==> src/rtl/adder_seq_pkg.sv <==
// Shared definitions for the nibble-serial adder sequencer.
//   state_t   : sequencer FSM state encoding (ST_IDLE / ST_RUN / ST_DONE)
//   NIBBLE_W  : width of the shared external adder slice
//   req_id_t  : requester identifier (0 or 1)
package adder_seq_pkg;

  localparam int NIBBLE_W = 4;

  typedef logic [1:0] state_t;
  localparam state_t ST_IDLE = 2'd0;
  localparam state_t ST_RUN  = 2'd1;
  localparam state_t ST_DONE = 2'd2;

  typedef logic req_id_t;

endpackage

==> src/rtl/rr_arb2.sv <==
// Two-input round-robin arbiter.
// Ports:
//   clock, reset          : clock, synchronous active-high reset
//   valid0_i, valid1_i    : request lines
//   advance_i             : a grant was consumed this cycle; the pointer moves
//   grant0_o, grant1_o    : combinational one-hot (or zero) grant
//   ptr_o                 : requester favoured when both request (0 after reset)
module rr_arb2 (
  input  logic clock,
  input  logic reset,
  input  logic valid0_i,
  input  logic valid1_i,
  input  logic advance_i,
  output logic grant0_o,
  output logic grant1_o,
  output logic ptr_o
);

  logic ptr_q, ptr_d;

  // A lone requester always wins; on contention the pointer side wins.
  assign grant0_o = valid0_i & (~valid1_i | ~ptr_q);
  assign grant1_o = valid1_i & (~valid0_i |  ptr_q);
  assign ptr_o    = ptr_q;

  // After a grant is consumed, favour the requester that was not served.
  always_comb begin
    ptr_d = ptr_q;
    if (advance_i) ptr_d = grant0_o;
  end

  always_ff @(posedge clock) begin
    if (reset) ptr_q <= 1'b0;
    else       ptr_q <= ptr_d;
  end

endmodule

==> src/rtl/adder_nibble_sequencer.sv <==
// Schedules wide additions from two requesters onto one shared external
// 4-bit adder slice, one nibble per cycle, LSB nibble first, with the carry
// rippled through a register.
// Handshakes (requester ports and result port): a transfer happens in a
// cycle where valid and ready are both 1 at the rising clock edge; valid is
// held by the source until that happens, ready never depends on a transfer
// already having happened in the same cycle.
// Ports:
//   clock, reset                      : clock, synchronous active-high reset
//   reqN_valid/ready/a/b/cin (N=0,1)  : requester operation ports
//   add_a, add_b, add_cin             : to the shared adder (0 outside RUN)
//   add_s, add_cout                   : combinational result of the shared adder
//   out_valid/ready/sum/cout/id       : result port
//   out_ovf                           : signed overflow (only with ADDSEQ_OVERFLOW_EN)
//   dbg_state                         : current FSM state (adder_seq_pkg encoding)
// Build option: define ADDSEQ_OVERFLOW_EN to add the out_ovf output.
module adder_nibble_sequencer
  import adder_seq_pkg::*;
#(
  parameter int WIDTH = 16
) (
  input  logic             clock,
  input  logic             reset,
  input  logic             req0_valid,
  output logic             req0_ready,
  input  logic [WIDTH-1:0] req0_a,
  input  logic [WIDTH-1:0] req0_b,
  input  logic             req0_cin,
  input  logic             req1_valid,
  output logic             req1_ready,
  input  logic [WIDTH-1:0] req1_a,
  input  logic [WIDTH-1:0] req1_b,
  input  logic             req1_cin,
  output logic [3:0]       add_a,
  output logic [3:0]       add_b,
  output logic             add_cin,
  input  logic [3:0]       add_s,
  input  logic             add_cout,
  output logic             out_valid,
  input  logic             out_ready,
  output logic [WIDTH-1:0] out_sum,
  output logic             out_cout,
  output logic             out_id,
`ifdef ADDSEQ_OVERFLOW_EN
  output logic             out_ovf,
`endif
  output logic [1:0]       dbg_state
);

  localparam int NIB   = WIDTH / NIBBLE_W;
  localparam int IDX_W = (NIB > 1) ? $clog2(NIB) : 1;
  localparam logic [IDX_W-1:0] LAST_IDX = IDX_W'(NIB - 1);

  state_t           state_q, state_d;
  logic [WIDTH-1:0] a_q, a_d, b_q, b_d, sum_q, sum_d;
  logic             carry_q, carry_d, cout_q, cout_d;
  req_id_t          id_q, id_d;
  logic [IDX_W-1:0] idx_q, idx_d;
  logic             grant0, grant1, arb_ptr;
  logic             accept0, accept1;
  logic [WIDTH-1:0] a_shift, b_shift;

  rr_arb2 u_arb (
    .clock     (clock),
    .reset     (reset),
    .valid0_i  (req0_valid),
    .valid1_i  (req1_valid),
    .advance_i (accept0 | accept1),
    .grant0_o  (grant0),
    .grant1_o  (grant1),
    .ptr_o     (arb_ptr)
  );

  // Ready is masked during reset so no transfer can be seen while the
  // sequencer is being cleared.
  assign req0_ready = ~reset & (state_q == ST_IDLE) & grant0;
  assign req1_ready = ~reset & (state_q == ST_IDLE) & grant1;
  assign accept0    = req0_valid & req0_ready;
  assign accept1    = req1_valid & req1_ready;

  // Current nibble is brought down to bits [3:0]; shift is idx*4.
  assign a_shift = a_q >> {idx_q, 2'b00};
  assign b_shift = b_q >> {idx_q, 2'b00};

  always_comb begin
    add_a   = '0;
    add_b   = '0;
    add_cin = 1'b0;
    if (state_q == ST_RUN) begin
      add_a   = a_shift[3:0];
      add_b   = b_shift[3:0];
      add_cin = carry_q;
    end
  end

  assign out_valid = (state_q == ST_DONE);
  assign out_sum   = sum_q;
  assign out_cout  = cout_q;
  assign out_id    = id_q;
  assign dbg_state = state_q;

`ifdef ADDSEQ_OVERFLOW_EN
  logic ovf_q, ovf_d;
  assign out_ovf = ovf_q;
`endif

  always_comb begin
    state_d = state_q;
    a_d     = a_q;
    b_d     = b_q;
    sum_d   = sum_q;
    carry_d = carry_q;
    cout_d  = cout_q;
    id_d    = id_q;
    idx_d   = idx_q;
`ifdef ADDSEQ_OVERFLOW_EN
    ovf_d   = ovf_q;
`endif
    case (state_q)
      ST_IDLE: begin
        if (accept0 | accept1) begin
          id_d    = accept1;
          a_d     = accept1 ? req1_a   : req0_a;
          b_d     = accept1 ? req1_b   : req0_b;
          carry_d = accept1 ? req1_cin : req0_cin;
          idx_d   = '0;
          state_d = ST_RUN;
        end
      end
      ST_RUN: begin
        for (int n = 0; n < NIB; n++) begin
          if (idx_q == IDX_W'(n)) sum_d[n*NIBBLE_W +: NIBBLE_W] = add_s;
        end
        carry_d = add_cout;
        idx_d   = idx_q + 1'b1;
        if (idx_q == LAST_IDX) begin
          idx_d   = '0;
          cout_d  = add_cout;
`ifdef ADDSEQ_OVERFLOW_EN
          // Carry into the top bit is a^b^s at bit 3 of the last nibble.
          ovf_d   = add_cout ^ (a_q[WIDTH-1] ^ b_q[WIDTH-1] ^ add_s[3]);
`endif
          state_d = ST_DONE;
        end
      end
      ST_DONE: begin
        if (out_ready) state_d = ST_IDLE;
      end
      default: state_d = ST_IDLE;
    endcase
  end

  always_ff @(posedge clock) begin
    if (reset) begin
      state_q <= ST_IDLE;
      a_q     <= '0;
      b_q     <= '0;
      sum_q   <= '0;
      carry_q <= 1'b0;
      cout_q  <= 1'b0;
      id_q    <= 1'b0;
      idx_q   <= '0;
`ifdef ADDSEQ_OVERFLOW_EN
      ovf_q   <= 1'b0;
`endif
    end else begin
      state_q <= state_d;
      a_q     <= a_d;
      b_q     <= b_d;
      sum_q   <= sum_d;
      carry_q <= carry_d;
      cout_q  <= cout_d;
      id_q    <= id_d;
      idx_q   <= idx_d;
`ifdef ADDSEQ_OVERFLOW_EN
      ovf_q   <= ovf_d;
`endif
    end
  end

  // The pointer is kept inside the arbiter; it is not needed here.
  logic unused_ptr;
  assign unused_ptr = arb_ptr;

endmodule

==> config.mk <==
export PLATFORM = sky130hd
export DESIGN_NAME = adder_nibble_sequencer
export DESIGN_NICKNAME = d
export VERILOG_FILES = /design/src/rtl/adder_seq_pkg.sv /design/src/rtl/rr_arb2.sv /design/src/rtl/adder_nibble_sequencer.sv
export SDC_FILE = /design/constraint.sdc
export NUM_CORES = 1
export LEC_CHECK = 0
export CORE_UTILIZATION = 45
export DETAILED_ROUTE_END_ITERATION = 10
export GPL_TIMING_DRIVEN = 0
export PLACE_DENSITY_LB_ADDON = 0.15
export SLEW_MARGIN = 30
export SYNTH_ARGS = -nofsm -noshare
export SYNTH_HDL_FRONTEND = slang
export SYNTH_SLANG_ARGS = --single-unit
==> constraint.sdc <==
create_clock -name clock -period 2.15 [get_ports clock]
set_clock_uncertainty 0.1 [all_clocks]
set_input_delay 0.645 -clock clock [delete_from_list [all_inputs] [get_ports clock]]
set_output_delay 0.645 -clock clock [all_outputs]
set_load 0.1 [all_outputs]
==> run_summary.xml, run 1 <==
<?xml version="1.0" encoding="UTF-8"?>
<metrics>
  <group name="worst_setup_path">
    <metric name="critical_path.reg2reg.startpoint" unit="">dbg_state[0]</metric>
    <metric name="startpoint_class_of_the_critical_path" unit="">flop</metric>
    <metric name="critPathMaxFanout" unit="">8</metric>
    <metric name="worst_r2r_path_depth" unit="">9</metric>
    <metric name="critPathKind" unit="">flop to output port</metric>
    <metric name="reg2reg_slack" unit="ns">0.27</metric>
    <metric name="reg2reg_to" unit="">b_q[0]</metric>
    <metric name="end_kind" unit="">output port</metric>
    <metric name="timing.critical_path.arrival" unit="ns">1.65</metric>
    <metric name="required" unit="ns">1.40</metric>
  </group>
  <group name="pwr">
    <metric name="leakagePower" unit="nW">1.596</metric>
    <metric name="vdd.ir_drop.worst" unit="mV">0.3390</metric>
    <metric name="total_power" unit="mW">2.530</metric>
    <metric name="powerDensity" unit="mW/mm²">560.0</metric>
  </group>
  <group name="detailed_routing">
    <metric name="route.final.wire_length" unit="µm">7809</metric>
    <metric name="drt.antenna.violating_nets" unit="">0</metric>
    <metric name="route.detailed.wl_per_inst" unit="µm">15.16</metric>
    <metric name="dr.first_iter.drc_count" unit="">87</metric>
    <metric name="drc_markers" unit="">0</metric>
    <metric name="route.detailed.vias_per_inst" unit="">5.309</metric>
    <metric name="detail_route.first_pass.iterations" unit="">4</metric>
    <metric name="vias" unit="">2734</metric>
  </group>
  <group name="sta">
    <metric name="layout_worst_path_cycle_share" unit="">1.115</metric>
    <metric name="worstMarginPinSlew" unit="ns">0.7065</metric>
    <metric name="setup_tns" unit="ns">-1.955</metric>
    <metric name="fin_crit" unit="ns">2.398</metric>
    <metric name="achievable-frequency" unit="MHz">417.1</metric>
    <metric name="setup_slack" unit="ns">-0.2477</metric>
    <metric name="holdWs" unit="ns">0.3603</metric>
    <metric name="drv_slew" unit="">0</metric>
    <metric name="timing.max_slew.rel_slack" unit="">0.5290</metric>
    <metric name="rsz0062_at_grt" unit="">true</metric>
    <metric name="setup_viol" unit="">10</metric>
    <metric name="final_hold_viol_count" unit="">0</metric>
  </group>
  <group name="synthesis">
    <metric name="post_synth_num_cell_types" unit="">32</metric>
    <metric name="syn_area_per_cell" unit="µm²">9.194</metric>
    <metric name="synth_area" unit="mm²">0.002905</metric>
    <metric name="yosysSeqAreaShare" unit="">0.3859</metric>
    <metric name="synth_warnings" unit="">0</metric>
    <metric name="post_synth_inst_count" unit="">316</metric>
    <metric name="postSynthRegisterBits" unit="">56</metric>
    <metric name="mappedNetlistNets" unit="">396</metric>
  </group>
  <group name="worst_hold_path">
    <metric name="holdPathEnd" unit="">out_sum[8]</metric>
    <metric name="timing.hold.worst.start" unit="">out_sum[8]</metric>
    <metric name="worst_min_delay_path_category" unit="">flop to flop</metric>
    <metric name="holdPathStages" unit="">2</metric>
  </group>
  <group name="floorplan">
    <metric name="std_cell_rows" unit="">28</metric>
    <metric name="die_h" unit="µm">82.35</metric>
    <metric name="core-area" unit="mm²">0.006061</metric>
    <metric name="die-area" unit="mm²">0.006782</metric>
    <metric name="floorplan.io_pins" unit="">108</metric>
    <metric name="initial_utilization" unit="">0.4794</metric>
    <metric name="fp.dieW" unit="µm">82.35</metric>
  </group>
  <group name="cts">
    <metric name="clk_root_buffer_cell" unit="">sky130_fd_sc_hd__clkbuf_8</metric>
    <metric name="cts.hold.buffers_added" unit="">0</metric>
    <metric name="clkTransAtPathRegs" unit="ns">0.10</metric>
    <metric name="largest_buffer_count_on_any_clock_path" unit="">2</metric>
    <metric name="clk_latency" unit="ns">0.31</metric>
    <metric name="cts.sinks" unit="">56</metric>
    <metric name="ctsHtreeMaxLevel" unit="">2</metric>
    <metric name="tritoncts" unit="">done</metric>
    <metric name="tritoncts.num_buffers" unit="">5</metric>
  </group>
  <group name="cells_and_area">
    <metric name="post_route_cells_drive_above_1_share" unit="">0.3386</metric>
    <metric name="postLayoutCellArea" unit="mm²">0.004518</metric>
    <metric name="design.final.nets" unit="">519</metric>
    <metric name="insertedDiodeCount" unit="">0</metric>
    <metric name="layout-area-overhead-vs-synth" unit="%">55.51</metric>
    <metric name="fillers" unit="">467</metric>
    <metric name="mostFrequentLayoutCell" unit="">sky130_fd_sc_hd__clkdlybuf4s50_1</metric>
    <metric name="final_cell_mix" unit="">sky130_fd_sc_hd__clkdlybuf4s50_1, sky130_fd_sc_hd__nand2_1, sky130_fd_sc_hd__dfxtp_1</metric>
  </group>
  <group name="placed_design">
    <metric name="placement.io_buffers" unit="">107</metric>
    <metric name="placed_cell_area" unit="mm²">0.004109</metric>
    <metric name="detailedPlacementHpwl" unit="µm">5691</metric>
    <metric name="gp_congestion" unit="">0.7836</metric>
  </group>
  <group name="job">
    <metric name="number_of_max_capacitance_violations_reported" unit="">0</metric>
  </group>
  <group name="global_routing">
    <metric name="grt_max_degree" unit="">19</metric>
    <metric name="antenna_found_initial" unit="">0</metric>
    <metric name="global_route_usage_over_all_layers" unit="">0.2457</metric>
    <metric name="vias_in_the_first_global_route" unit="">2725</metric>
    <metric name="first_pass_grt_wire_length" unit="µm">12690</metric>
    <metric name="gr-total-overflow" unit="">0</metric>
  </group>
  <group name="status">
    <metric name="outcome" unit="">finished with violations</metric>
    <metric name="failed_checks" unit="">negative setup slack</metric>
  </group>
</metrics>
## worst max-delay path, cell delays in order, from the launching register on
cell and delay [ns]:
sky130_fd_sc_hd__dfxtp_4 0.39, sky130_fd_sc_hd__buf_12 0.14, sky130_fd_sc_hd__mux4_2 0.49, sky130_fd_sc_hd__and2_4 0.16
sky130_fd_sc_hd__buf_12 0.16
## worst max-delay path by stage
stage,from,endpoint,cells after the start
floorplan,idx_q[0],add_a[0],3
detailed placement,req1_valid,req0_ready,6
global placement,req1_valid,req0_ready,6
CTS,idx_q[0],add_b[3],4
finish,idx_q[0],add_b[2],4
global route,idx_q[0],add_b[3],4
## where the power goes
group	internal (mW)	total [mW]	switching, mW
Combinational	0.342	0.738	0.396
Clock	0.305	0.659	0.354
Sequential	1.10	1.13	0.0356
## metal layers
metal / up-vias / track usage / wire, µm
li1: 1350 / - / -
met1: 1294 / 0.3083 / 3371
met2: 84 / 0.4372 / 3944
met3: 6 / 0.04945 / 440
met4: 0 / 0.04386 / 53
met5: - / 0 / 0
## through the flow
stage               std cells    util  worst slack (ns)
finish                    515  0.7455           -0.2477
global route              515  0.7455           -0.3102
CTS                       513  0.7409           -0.2632
detailed placement        498  0.6780            -1.631
global placement          498  0.6780            -1.605
floorplan                 316       -          0.003031
## final cells by class
cell class | instances | area, µm² | area share
plain buffers | 22 | 162.7 | 0.03600
repair buffers | 118 | 1306 | 0.2891
multi-input cells | 232 | 1673 | 0.3703
flip-flops and latches | 56 | 1132 | 0.2506
well taps | 75 | 93.84 | 0.02077
clock buffers | 6 | 93.84 | 0.02077
inverters | 4 | 40.04 | 0.008862
clock inverters | 2 | 16.27 | 0.003600
## synthesized netlist by cell type
cell type                   count  area, µm²
sky130_fd_sc_hd__a2111oi_0      1      8.760
sky130_fd_sc_hd__a211oi_1       4      30.03
sky130_fd_sc_hd__a211oi_2      28      350.3
sky130_fd_sc_hd__a21boi_0       1      7.510
sky130_fd_sc_hd__a21oi_1       22      110.1
sky130_fd_sc_hd__a21oi_2       28      245.2
sky130_fd_sc_hd__a22oi_1        2      15.01
sky130_fd_sc_hd__and2_1         9      56.30
sky130_fd_sc_hd__buf_2          5      25.02
sky130_fd_sc_hd__buf_6          3      33.78
sky130_fd_sc_hd__buf_8          3      45.04
sky130_fd_sc_hd__clkbuf_1      13      48.80
sky130_fd_sc_hd__clkinv_2       1      5.000
sky130_fd_sc_hd__clkinv_4       1      8.760
sky130_fd_sc_hd__dfxtp_1       56       1121
sky130_fd_sc_hd__ha_1           4      50.05
sky130_fd_sc_hd__inv_1          2      7.510
sky130_fd_sc_hd__mux2i_1        1      10.01
sky130_fd_sc_hd__mux4_2         8      180.2
sky130_fd_sc_hd__nand2_1       54      202.7
sky130_fd_sc_hd__nand2_2        1      6.260
sky130_fd_sc_hd__nand2b_1       4      25.02
sky130_fd_sc_hd__nand3_1       18      90.09
sky130_fd_sc_hd__nand3_4        1      17.52
sky130_fd_sc_hd__nand3b_1       1      7.510
sky130_fd_sc_hd__nor2_1        36      135.1
sky130_fd_sc_hd__nor2b_1        2      12.51
sky130_fd_sc_hd__nor3_1         1      5.000
sky130_fd_sc_hd__nor3_4         1      16.27
sky130_fd_sc_hd__o211ai_1       1      7.510
sky130_fd_sc_hd__o21ai_0        3      15.01
sky130_fd_sc_hd__or2_2          1      6.260
## state kept, by name (all words and copies together), names as in the netlist
register	cells
idx_q	2
dbg_state	2
a_q	16
b_q	16
out_id	1
carry_q	1
u_arb.ptr_o	1
out_sum	16
out_cout	1
## cell families (layout without fill, tap and decap cells)
logic type	count (synthesis)	after routing	synth area share
mux	9	9	0.06546
simple gates	129	129	0.1998
buf+inv	28	152	0.05986
flops	56	56	0.3859
fa+ha+maj	4	4	0.01723
compound gates	90	90	0.2718
## what timing repair did
item,4_1_cts,5_1_grt
endpoints found under the setup margin,52,12
pin swaps,3,0
resized for setup,196,3
setup buffers,9,2
(Power assumes the default switching activity.)
==> inputs of run 2 (changes only) <==
SLEW_MARGIN = 20   (was 30)
==> results of run 2 <==
Final layout, timing and power as in run 1 (identical DEF).
==> inputs of run 3 (changes only) <==
CORE_UTILIZATION = 63   (was 45)
DONT_BUFFER_PORTS = 1   (was default)
==> run 3 against run 2 <==
Compared with the run above:
- the flow still finishes with violations (negative setup slack)
- clock power decreased by 7.7%
- wire length decreased by 8.6%
- sequential share of layout area up 9.0 points
- largest cell class unchanged
- highest routed layer unchanged
- sequential power increased by 8%
- setup slack worse by 0.019 ns
- final area shrank 26%
- critical endpoint unchanged
- die area shrank 28%
- non-clock buffer count shrank 105
==> run_summary.xml, run 3 (same netlist as run 1, synthesis figures left out) <==
<?xml version="1.0" encoding="UTF-8"?>
<metrics>
  <group name="pwr">
    <metric name="powerDensity" unit="mW/mm²">683.5</metric>
    <metric name="vdd.ir_drop.worst" unit="mV">0.4963</metric>
    <metric name="leakagePower" unit="nW">1.149</metric>
  </group>
  <group name="cts">
    <metric name="cts.sinks" unit="">56</metric>
    <metric name="ctsHtreeMaxLevel" unit="">2</metric>
    <metric name="cts.hold.buffers_added" unit="">0</metric>
    <metric name="clkTransAtPathRegs" unit="ns">0.11</metric>
    <metric name="tritoncts.num_buffers" unit="">5</metric>
    <metric name="clk_root_buffer_cell" unit="">sky130_fd_sc_hd__clkbuf_8</metric>
    <metric name="tritoncts" unit="">done</metric>
    <metric name="largest_buffer_count_on_any_clock_path" unit="">2</metric>
    <metric name="clk_latency" unit="ns">0.31</metric>
  </group>
  <group name="worst_hold_path">
    <metric name="worst_min_delay_path_category" unit="">input pin to flop</metric>
  </group>
  <group name="detailed_routing">
    <metric name="route.detailed.vias_per_inst" unit="">6.124</metric>
    <metric name="detail_route.first_pass.iterations" unit="">4</metric>
    <metric name="drc_markers" unit="">0</metric>
    <metric name="route.final.wire_length" unit="µm">7140</metric>
    <metric name="route.detailed.wl_per_inst" unit="µm">18.45</metric>
    <metric name="dr.first_iter.drc_count" unit="">119</metric>
    <metric name="drt.antenna.violating_nets" unit="">0</metric>
    <metric name="vias" unit="">2370</metric>
  </group>
  <group name="sta">
    <metric name="worstMarginPinSlew" unit="ns">1.002</metric>
    <metric name="setup_viol" unit="">12</metric>
    <metric name="setup_slack" unit="ns">-0.2664</metric>
    <metric name="rsz0062_at_grt" unit="">true</metric>
    <metric name="fin_crit" unit="ns">2.416</metric>
    <metric name="layout_worst_path_cycle_share" unit="">1.124</metric>
    <metric name="holdWs" unit="ns">0.3609</metric>
    <metric name="setup_tns" unit="ns">-2.703</metric>
    <metric name="final_hold_viol_count" unit="">0</metric>
    <metric name="drv_slew" unit="">0</metric>
    <metric name="achievable-frequency" unit="MHz">413.8</metric>
    <metric name="timing.max_slew.rel_slack" unit="">0.3311</metric>
  </group>
  <group name="floorplan">
    <metric name="fp.dieW" unit="µm">69.91</metric>
    <metric name="std_cell_rows" unit="">24</metric>
    <metric name="initial_utilization" unit="">0.6627</metric>
    <metric name="die-area" unit="mm²">0.004887</metric>
    <metric name="floorplan.io_pins" unit="">108</metric>
    <metric name="core-area" unit="mm²">0.004384</metric>
    <metric name="die_h" unit="µm">69.91</metric>
  </group>
  <group name="worst_setup_path">
    <metric name="critPathMaxFanout" unit="">10</metric>
    <metric name="end_kind" unit="">output port</metric>
    <metric name="startpoint_class_of_the_critical_path" unit="">flop</metric>
    <metric name="required" unit="ns">1.40</metric>
    <metric name="critPathKind" unit="">flop to output port</metric>
    <metric name="timing.critical_path.arrival" unit="ns">1.67</metric>
  </group>
  <group name="placed_design">
    <metric name="placement.io_buffers" unit="">0</metric>
    <metric name="gp_congestion" unit="">0.8552</metric>
    <metric name="detailedPlacementHpwl" unit="µm">4854</metric>
  </group>
  <group name="cells_and_area">
    <metric name="mostFrequentLayoutCell" unit="">sky130_fd_sc_hd__nand2_1</metric>
    <metric name="final_cell_mix" unit="">sky130_fd_sc_hd__nand2_1, sky130_fd_sc_hd__dfxtp_1, sky130_fd_sc_hd__nor2_1</metric>
    <metric name="layout-area-overhead-vs-synth" unit="%">14.56</metric>
    <metric name="insertedDiodeCount" unit="">0</metric>
    <metric name="design.final.nets" unit="">414</metric>
    <metric name="post_route_cells_drive_above_1_share" unit="">0.3463</metric>
  </group>
  <group name="global_routing">
    <metric name="gr-total-overflow" unit="">0</metric>
    <metric name="first_pass_grt_wire_length" unit="µm">11270</metric>
    <metric name="global_route_usage_over_all_layers" unit="">0.2916</metric>
    <metric name="grt_max_degree" unit="">20</metric>
    <metric name="vias_in_the_first_global_route" unit="">2428</metric>
    <metric name="antenna_found_initial" unit="">0</metric>
  </group>
  <group name="status">
    <metric name="outcome" unit="">finished with violations</metric>
    <metric name="failed_checks" unit="">negative setup slack</metric>
  </group>
  <group name="job">
    <metric name="number_of_max_capacitance_violations_reported" unit="">0</metric>
  </group>
</metrics>
-- run 3: worst max-delay path: stages (launching register included) --
cell,delay (ns)
sky130_fd_sc_hd__dfxtp_4,0.60
sky130_fd_sc_hd__nor2b_4,0.26
sky130_fd_sc_hd__buf_8,0.15
sky130_fd_sc_hd__and2_4,0.34
-- run 3: area by class of cell --
type | instances | area (µm²)
multi-input combinational | 232 | 1662
sequential | 56 | 1132
fill | 334 | 1056
buffer | 24 | 201.4
timing repair buffer | 11 | 140.1
clock buffer | 5 | 68.82
tap | 52 | 65.06
inverter | 4 | 32.53
clock inverter | 3 | 26.28
-- run 3: metal layers --
layer | part of all wire | global-route usage
met1 | 0.38 | 0.3489
met2 | 0.53 | 0.5118
met3 | 0.073 | 0.07071
met4 | 0.017 | 0.09556
met5 | 0 | 0
-- run 3: worst paths after layout --
check                                   from          to  slack [ns]  cells past startpoint
worst max-delay path            dbg_state[0]    add_b[2]       -0.27                      3
worst min-delay path                add_s[2]  out_sum[6]        0.36                      2
worst max register to register  dbg_state[1]      a_q[2]        0.15                      7
worst min register to register       a_q[12]     a_q[12]        0.38                      2
-- run 3: power breakdown --
group / leakage, nW / switching [mW] / total [mW] / internal, mW
combinational: 0.640 / 0.265 / 0.449 / 0.184
sequential: 0.460 / 0.121 / 1.22 / 1.10
clock: 0.0491 / 0.367 / 0.608 / 0.241
total: 1.15 / 0.753 / 2.27 / 1.52
-- run 3: metrics by stage --
step           power (mW)  instances    util  cell area, µm²  setup WS, ns
3_5_place_dp        1.637        368  0.6864            3009       -0.1971
6_report            2.275        387  0.7591            3328       -0.2664
5_1_grt             2.363        387  0.7591            3328       -0.2991
2_1_floorplan       1.577        316       -            2944      0.003031
3_3_place_gp        1.628        368  0.6864            3009       -0.1691
4_1_cts             2.265        385  0.7526            3299       -0.2666
-- run 3: repair_timing --
| item | 4_1_cts | 5_1_grt |
|---|---|---|
| gates resized for setup | 19 | 4 |
| pin swaps | 8 | 5 |
| endpoints found under the setup margin | 12 | 12 |
| cloned | 2 | 0 |
| hold endpoints to repair | 0 | 0 |
| setup buffers | 7 | 2 |
==> variant, RTL diff (config.mk and constraints of run 2) <==
The option `ADDSEQ_OVERFLOW_EN` is turned on by a define.
--- a/src/rtl/adder_nibble_sequencer.sv
+++ b/src/rtl/adder_nibble_sequencer.sv
@@ -16,2 +16,4 @@
 // Build option: define ADDSEQ_OVERFLOW_EN to add the out_ovf output.
+`define ADDSEQ_OVERFLOW_EN
+
 module adder_nibble_sequencer
Check against the original RTL (old outputs only; new: out_ovf): equivalent (equiv_simple and equiv_induct, registers matched by name and starting in step).
==> variant against run 2 <==
The flow finishes with violations (DRC, setup timing); sequential cell count up 1; worst setup slack worse by 0.030 ns; largest power group unchanged; synthesized area up 5.6%; routed wire length up 28%; critical path type unchanged; total power up 18%; design area up 6.7%; synthesized cell count up 6.0%.
==> variant: results (changes against run 2) <==
Status: finished with violations
Failing checks: DRC, setup timing
CTS Buf Count: 9 (+4)
Leak: 1.722 nW (+7.9%)
Slew HR: 0.5148 (-0.01424)
Worst r2r dst: b_q[3]$_SDFFE_PP0P_
Worst-skew pair later-pin latency: 0.34 ns (+0.03 ns)
Comb power frac: 0.277 (-0.015)
Psw: 952.7 uW (+21%)
Hold Startpoint: out_sum[13]$_SDFFE_PP0P_
Worst setup endpoint: add_a[0]
Hold endpoint: out_sum[13]$_SDFFE_PP0P_
Sequential area share after synthesis: 0.3721 (-0.01378)
Total global-route track usage: 0.2825 (+0.03676)
Drt first pass iters: 8 (+4)
Internal: 2.039 mW (+17%)
Gpl congestion: 0.8791 (+12%)
Detailed Route Iter0 Violations: 217 (+150%)
Ranking of synthesized cells by area: dfxtp_1, o41ai_2, nand3_1
Dpl hpwl: 6771 um (+19%)
Cell variety after synth: 34 (+6.3%)
Max IR drop VDD: 0.3606 mV (+6.4%)
Reg clk slew, reported paths: 0.07 ns (-0.03 ns)
Total negative slack: -2.039 ns (-0.08365 ns)
Routed wire per std cell: 18.03 um (+19%)
Nets@finish: 552 (+6.4%)
R2r worst-path depth: 6 (-3)
Worst r2r src: dbg_state[0]$_SDFFE_PP0P_
Worst R2R Setup Slack: 0.09 ns (-0.18 ns)
Final worst slack: -0.2775 ns (-0.02982 ns)
P_seq: 1.16 mW
Std cell rows: 29 (+3.6%)
Residual DRC count: 5 (+5)
Layout cells sized above 1: 0.2830 (-0.05562)
Largest net degree at the start of global routing: 17 (-2)
Arrival time worst endpoint: 1.68 ns (+0.03 ns)
Global-route wire length before repair: 15730 um (+24%)
Syn Nets: 415 (+4.8%)
Vias in the first global route: 3183 (+17%)
Vias per cell: 6.079 (+15%)
Endpoints failing setup: 11 (+1)
==> variant: per-layer routing <==
metal / vias to the layer above / global-route usage / part of all wire / wire length (um)
met1: 1619 / 0.3643 / 0.41 / 4107
met5: - / 0 / 0 / 0
met3: 12 / 0.07768 / 0.088 / 884
li1: 1560 / - / - / -
met4: 0 / 0.06780 / 0.012 / 116
met2: 177 / 0.4715 / 0.49 / 4881
==> variant: critical path, cell delays in order, from the launching register on <==
cell     delay, ns
dfxtp_4       0.37
buf_12        0.13
mux4_2        0.50
and2_4        0.17
buf_12        0.16
==> variant: per-stage QoR <==
step / util / setup slack, ns / hold WS, ns / std cells / cell area (um2)
final: 0.7464 / -0.2775 / 0.3586 / 554 / 4821
after detailed placement: 0.6662 / -1.480 / 0.3477 / 519 / 4303
after CTS: 0.7379 / -0.2740 / 0.3577 / 546 / 4766
after floorplan: - / -0.4458 / 0.3619 / 335 / 3136
after global routing: 0.7464 / -0.3332 / 0.3719 / 554 / 4821
after global placement: 0.6662 / -1.476 / 0.3447 / 519 / 4303
==> variant: cells by family after synthesis <==
kind of cell,after synthesis,share of synthesized area
compound gates,123,0.3040
simple gates,90,0.1550
flops,57,0.3721
buf+inv,45,0.06895
mux,13,0.07507
fa+ha+maj,4,0.01632
xor+xnor,3,0.008569
==> variant: area by class of cell <==
| type | count | area, um2 |
|---|---|---|
| Buffer | 36 | 216.5 |
| Tap cell | 77 | 96.34 |
| Fill cell | 471 | 1638 |
| Inverter | 5 | 22.52 |
| Clock buffer | 10 | 137.6 |
| Clock inverter | 6 | 57.56 |
| Multi-Input combinational cell | 233 | 1768 |
| Timing Repair Buffer | 130 | 1371 |
| Sequential cell | 57 | 1151 |
==> variant: timing repair <==
item,in CTS,in global routing
resized for setup,189,7
setup endpoints to repair,53,16
pin swaps,10,5
buffers inserted,14,9
